File: src/rtl/cpu_pkg.sv
// Shared CPU definitions for the fetch stage.
//   fetch_state_e : fetch FSM states
//   INST_W, PC_W  : instruction and PC widths
//   NOP_INST      : word presented on inst_out during a bubble
package cpu_pkg;

  localparam int unsigned INST_W = 32;
  localparam int unsigned PC_W   = 32;

  localparam logic [INST_W-1:0] NOP_INST = 32'h0000_0000;

  typedef enum logic [1:0] {
    StFetch,
    StWait,
    StHold,
    StDrop
  } fetch_state_e;

endpackage

File: src/rtl/if_hold_buf.sv
// Single-word instruction buffer with a valid bit. Holds a returned word while the pipeline
// is stalled.
//   clk_i   : clock
//   rst_i   : synchronous active-high reset (clears valid)
//   load_i  : capture data_i and set valid (wins over clear_i)
//   clear_i : drop the buffered word
//   data_i  : word to capture
//   data_o  : buffered word
//   valid_o : buffer holds a word
module if_hold_buf
  import cpu_pkg::*;
(
  input  logic              clk_i,
  input  logic              rst_i,
  input  logic              load_i,
  input  logic              clear_i,
  input  logic [INST_W-1:0] data_i,
  output logic [INST_W-1:0] data_o,
  output logic              valid_o
);

  logic [INST_W-1:0] data_d, data_q;
  logic              valid_d, valid_q;

  always_comb begin
    data_d  = data_q;
    valid_d = valid_q;
    if (clear_i) begin
      valid_d = 1'b0;
    end
    if (load_i) begin
      data_d  = data_i;
      valid_d = 1'b1;
    end
  end

  always_ff @(posedge clk_i) begin
    if (rst_i) begin
      data_q  <= NOP_INST;
      valid_q <= 1'b0;
    end else begin
      data_q  <= data_d;
      valid_q <= valid_d;
    end
  end

  assign data_o  = data_q;
  assign valid_o = valid_q;

endmodule

File: src/rtl/if_fetch_stage.sv
// Instruction-fetch stage. Owns the PC, issues one instruction-memory request at a time and
// presents {inst, pc+4, bubble} to the IF/ID register. Holds its outputs on stall and absorbs
// redirects from execute.
//   clk, rst                  : clock, synchronous active-high reset
//   stall                     : hold outputs, do not deliver
//   redirect_valid/pc         : load new PC, flush any in-flight fetch
//   imem_req/addr/ready       : request handshake (req combinational)
//   imem_rvalid/rdata         : read response
//   inst_out/pcplus4_out      : registered instruction and its PC+4
//   bubble_out                : registered; outputs are not a valid instruction
//   pc_out                    : current fetch PC
module if_fetch_stage
  import cpu_pkg::*;
#(
  parameter logic [PC_W-1:0] RESET_PC = 32'h0000_0000
) (
  input  logic              clk,
  input  logic              rst,
  input  logic              stall,
  input  logic              redirect_valid,
  input  logic [PC_W-1:0]   redirect_pc,
  output logic              imem_req,
  output logic [PC_W-1:0]   imem_addr,
  input  logic              imem_ready,
  input  logic              imem_rvalid,
  input  logic [INST_W-1:0] imem_rdata,
  output logic [INST_W-1:0] inst_out,
  output logic [PC_W-1:0]   pcplus4_out,
  output logic              bubble_out,
  output logic [PC_W-1:0]   pc_out
);

  fetch_state_e      state_d, state_q;
  logic [PC_W-1:0]   pc_d, pc_q;
  logic [INST_W-1:0] inst_d, inst_q;
  logic [PC_W-1:0]   pcplus4_d, pcplus4_q;
  logic              bubble_d, bubble_q;

  logic [PC_W-1:0]   pc_plus4;
  logic              deliver;
  logic [INST_W-1:0] word;
  logic              buf_load, buf_clear, buf_valid;
  logic [INST_W-1:0] buf_data;

  assign pc_plus4 = pc_q + 32'd4;

  if_hold_buf u_hold_buf (
    .clk_i   (clk),
    .rst_i   (rst),
    .load_i  (buf_load),
    .clear_i (buf_clear),
    .data_i  (imem_rdata),
    .data_o  (buf_data),
    .valid_o (buf_valid)
  );

  always_comb begin
    state_d   = state_q;
    pc_d      = pc_q;
    inst_d    = inst_q;
    pcplus4_d = pcplus4_q;
    bubble_d  = bubble_q;
    buf_load  = 1'b0;
    buf_clear = 1'b0;
    deliver   = 1'b0;
    word      = NOP_INST;

    if (redirect_valid) begin
      pc_d      = {redirect_pc[PC_W-1:2], 2'b00};
      buf_clear = 1'b1;
      // A request accepted this cycle, or still outstanding, leaves one response to discard.
      unique case (state_q)
        StFetch:        state_d = imem_ready  ? StDrop  : StFetch;
        StWait, StDrop: state_d = imem_rvalid ? StFetch : StDrop;
        StHold:         state_d = StFetch;
        default:        state_d = StFetch;
      endcase
    end else begin
      unique case (state_q)
        StFetch: begin
          if (imem_ready) state_d = StWait;
        end
        StWait: begin
          if (imem_rvalid) begin
            if (stall) begin
              buf_load = 1'b1;
              state_d  = StHold;
            end else begin
              deliver = 1'b1;
              word    = imem_rdata;
              state_d = StFetch;
            end
          end
        end
        StHold: begin
          if (!stall && buf_valid) begin
            deliver   = 1'b1;
            word      = buf_data;
            buf_clear = 1'b1;
            state_d   = StFetch;
          end
        end
        StDrop: begin
          if (imem_rvalid) state_d = StFetch;
        end
        default: state_d = StFetch;
      endcase
    end

    if (redirect_valid) begin
      inst_d    = NOP_INST;
      pcplus4_d = '0;
      bubble_d  = 1'b1;
    end else if (deliver) begin
      inst_d    = word;
      pcplus4_d = pc_plus4;
      bubble_d  = 1'b0;
      pc_d      = pc_plus4;
    end else if (!stall) begin
      inst_d    = NOP_INST;
      pcplus4_d = '0;
      bubble_d  = 1'b1;
    end
  end

  always_ff @(posedge clk) begin
    if (rst) begin
      state_q   <= StFetch;
      pc_q      <= RESET_PC;
      inst_q    <= NOP_INST;
      pcplus4_q <= '0;
      bubble_q  <= 1'b1;
    end else begin
      state_q   <= state_d;
      pc_q      <= pc_d;
      inst_q    <= inst_d;
      pcplus4_q <= pcplus4_d;
      bubble_q  <= bubble_d;
    end
  end

  assign imem_req    = (state_q == StFetch) && !rst;
  assign imem_addr   = pc_q;
  assign inst_out    = inst_q;
  assign pcplus4_out = pcplus4_q;
  assign bubble_out  = bubble_q;
  assign pc_out      = pc_q;

endmodule

File: config.mk
export PLATFORM = sky130hd
export DESIGN_NAME = if_fetch_stage
export DESIGN_NICKNAME = d
export VERILOG_FILES = /design/src/rtl/cpu_pkg.sv /design/src/rtl/if_hold_buf.sv /design/src/rtl/if_fetch_stage.sv
export SDC_FILE = /design/constraint.sdc
export NUM_CORES = 1
export LEC_CHECK = 0
export ABC_AREA = 1
export CAP_MARGIN = 15
export CELL_PAD_IN_SITES_DETAIL_PLACEMENT = 0
export CELL_PAD_IN_SITES_GLOBAL_PLACEMENT = 2
export CORE_MARGIN = 2
export CORE_UTILIZATION = 25
export CTS_CLUSTER_DIAMETER = 100
export DETAILED_ROUTE_END_ITERATION = 6
export PLACE_DENSITY_LB_ADDON = 0.1
export RECOVER_POWER = 25
export SKIP_CTS_REPAIR_TIMING = 1
export SLEW_MARGIN = 20
export SYNTH_ARGS = -nofsm -noshare
export SYNTH_HDL_FRONTEND = slang
export SYNTH_SLANG_ARGS = --single-unit
File: constraint.sdc
create_clock -name clk -period 1.8 [get_ports clk]
set_clock_uncertainty 0.1 [all_clocks]
set_input_delay 0.27 -clock clk [delete_from_list [all_inputs] [get_ports clk]]
set_output_delay 0.27 -clock clk [all_outputs]
set_load 0.02 [all_outputs]
==> impl_metrics.py <==
metrics = {
    "clock_tree": {
        "cts_buffer_depth": 2,
        "cts_tree": "yes",
        "cts_buffers": 17,
        "numClockSinks": 132,
        "h-tree-depth": 4,
        "path_clk_slew_ps": 60,
        "clk_latency_ps": 430,
        "root_buffer": "clkbuf_16",
    },
    "power": {
        "intPower_mw": 5.54,
        "power_frac_comb_pct": 15.6,
        "cellLeakagePower_nw": 3.93,
        "p_clk_share_pct": 45.0,
        "p_seq_share_pct": 39.4,
        "switching_share_pct": 28.8,
        "max-vdd-ir-drop_v": 0.000464,
        "powerDensity_nw_per_um2": 820,
        "switchingPower_mw": 2.24,
        "p_total_mw": 7.79,
    },
    "critical_path": {
        "crit_family": "buffers and inverters",
        "cpPeakStageDelay_ps": 610,
        "crit_path_start": "imem_addr[0]",
        "rr_startpoint": "state_q[0]",
        "reg2regPathDepth": 10,
        "cp.required_ps": 1430,
        "critPathSlowestCell": "clkdlybuf4s50_1",
        "path_buf_inv": 1,
        "endpoint_kind": "output pin",
        "crit_chain": "clkdlybuf4s50_1",
        "rrSetupSlack_ps": 90,
        "start_kind": "flip-flop",
        "r2r-end": "inst_out[15]",
        "timing_worst_setup_path_type": "reg2out",
        "worstPathMaxFanout": 3,
        "critPathArrivalTime_ps": 1380,
    },
    "layout": {
        "area_growth_pct": 52.0,
        "insertedDiodeCount": 0,
        "layout-drive-gt1-share_pct": 14.4,
        "final_nets": 1188,
        "instances_no_fill": 1449,
        "n_fill_cell": 2654,
        "fin_util_pct": 38.9,
    },
    "synth": {
        "synth_adder_area_share_pct": 1.20,
        "yosys-top-cells-count": "203 x nand2_1, 132 x dfxtp_1, 107 x a21oi_1",
        "synth_seq_cells": 132,
        "synth_top_family_by_area": "simple AND/OR/NAND/NOR gates",
        "synthMuxAreaShare_pct": 0,
        "synth_top_cell_area_share_pct": 42.3,
        "synth-compound-area-share_pct": 19.1,
        "yosysUniqueCellTypes": 27,
        "synthesis.nets": 980,
        "syn_inst": 904,
        "yosys-top-cells-area": "dfxtp_1 42%, nand2_1 12%, a21oi_1 8.6%",
        "yosysMostFrequentCell": "nand2_1",
        "yosys_warnings": 0,
        "syn_area_um2": 6250,
        "synth-xor-area-share_pct": 0.421,
        "synth_edf_count": 0,
        "synth_area_leader_cell": "dfxtp_1",
        "synth-seq-area-share_pct": 42.3,
        "async_flop_share_pct": 0,
        "synth_flop_cell": "dfxtp_1",
        "yosys.area_share.simple_pct": 25.2,
        "syn-mean-instance-area_um2": 6.91,
    },
    "place": {
        "gp_congestion": 0.799,
        "dpl.hpwl_um": 15400,
        "dp_cells": 1409,
        "pre_cts_slack_ps": -162,
        "io_buffers": 197,
    },
    "sta": {
        "tightestPinTransition_ps": 493,
        "fmax_mhz": 570,
        "hold_viol": 0,
        "period_needed_ps": 1750,
        "setup_ws_ps": 46.5,
        "maxSlewHeadroom_pct": 67.1,
        "setup_viol": 0,
        "min_period_over_period_pct": 97.4,
        "rsz0062_at_grt": "yes",
        "timing.final.max_slew_violations": 0,
    },
    "die": {
        "coreArea_um2": 24400,
        "die_x_um": 162,
        "die_height_um": 162,
        "io_pins": 200,
        "initial_core_util_pct": 25.6,
        "die_area_um2": 26300,
        "row_count": 57,
    },
    "global_routing": {
        "grt_max_degree": 46,
        "grt_pass1_vias": 6399,
        "grt_use_total_pct": 16.9,
        "antenna_found_initial": 1,
        "grt_pass1_wl_um": 34500,
        "grt-ovfl-total": 0,
    },
    "worst_hold_path": {
        "min_to": "state_q[0]",
        "min-delay-start": "rst",
        "hp-class": "in2reg",
        "min_path_cells": 4,
    },
    "run_status": {
        "outcome": "complete, no violations",
    },
    "drt": {
        "wl_um": 22900,
        "drt_iter0_markers": 266,
        "drc_errors": 0,
        "wl_per_cell_um": 15.8,
        "drt.antenna.violating_nets": 0,
        "firstDrtPassIters": 4,
        "viasPerCell": 4.47,
        "vias": 6476,
    },
    "flow_run": {
        "maxCapViolations": 0,
    },
}
==> worst reg2reg max path: cells and delay by family (launching register included) <==
family / cells / cell delay [ps]
buf+inv: 4 / 470
flops: 1 / 380
simple gates: 3 / 250
compound gates: 2 / 240
fa+ha+maj: 1 / 170
==> worst max path at each step <==
| stage | to | slack [ps] | cells after the start |
|---|---|---|---|
| after floorplan | imem_addr[26] | 110 | 8 |
| after global placement | inst_out[18] | -150 | 8 |
| after detailed placement | imem_addr[4] | -160 | 9 |
| after CTS | imem_req | -470 | 5 |
| after global routing | pcplus4_out[12] | -20 | 8 |
| final | pc_out[0] | 50 | 1 |
==> logic make-up after synthesis <==
| family | after synthesis |
|---|---|
| simple gates | 384 |
| compound gates | 226 |
| buf+inv | 153 |
| flops | 132 |
| fa+ha+maj | 6 |
| xor+xnor | 3 |
==> through the flow <==
stage               cell area [um2]  hold WS, ps  setup TNS, ps
global route                   9500          189          -96.0
finish                         9500          155              0
global placement               8770          334         -10460
floorplan                      6250          324              0
CTS                            9350          136          -8280
detailed placement             8770          337         -13680
==> metal layers <==
metal	track usage [%]	part of all wire [%]	vias up	wire, um
met5	0	0.057	-	13
li1	-	-	3352	-
met2	29.3	48	146	11100
met1	21.1	46	2959	10600
met3	4.09	4.4	17	1000
met4	4.14	0.97	2	223
==> power groups by stage <==
stage          combinational, mW  sequential [mW]  clock [mW]
6_report                    1.21             3.07        3.50
5_1_grt                     1.33             3.08        3.72
4_1_cts                     1.17             3.06        3.60
3_5_place_dp                1.16             3.12           0
3_3_place_gp                1.17             3.12           0
2_1_floorplan              0.527             3.18           0
==> cell usage in the layout, fill, tap and decap left out, types with 10 or more instances in the layout <==
cell type        netlist  final
a21oi_2                0     10
nor2_1                97     93
a22oi_1               21     14
buf_12                 0     13
dfxtp_1              132    128
clkbuf_16              0     21
dlymetal6s2s_1         0     34
a21oi_1              107     97
nand3_1               71     70
o21ai_0               94     94
clkdlybuf4s50_1        0    108
clkbuf_1              32     51
inv_1                 66     64
buf_4                 34     57
nand2_1              203    198
==> sequential cells by signal, summed over array words and instances, names as in the netlist <==
name / count
inst_out: 32
pcplus4_out: 32
imem_addr: 32
bubble_out: 1
state_q: 2
u_hold_buf.data_o: 32
u_hold_buf.valid_o: 1
==> final cells by class <==
cell class,count,area [um2],share of cell area [%]
clock inverter,14,141,1.49
tap,324,405,4.27
clock buffer,18,439,4.63
sequential,132,2650,27.9
multi-input combinational,619,3070,32.3
inverter,71,275,2.90
timing repair buffer,271,2510,26.5
(Power assumes the default switching activity.)
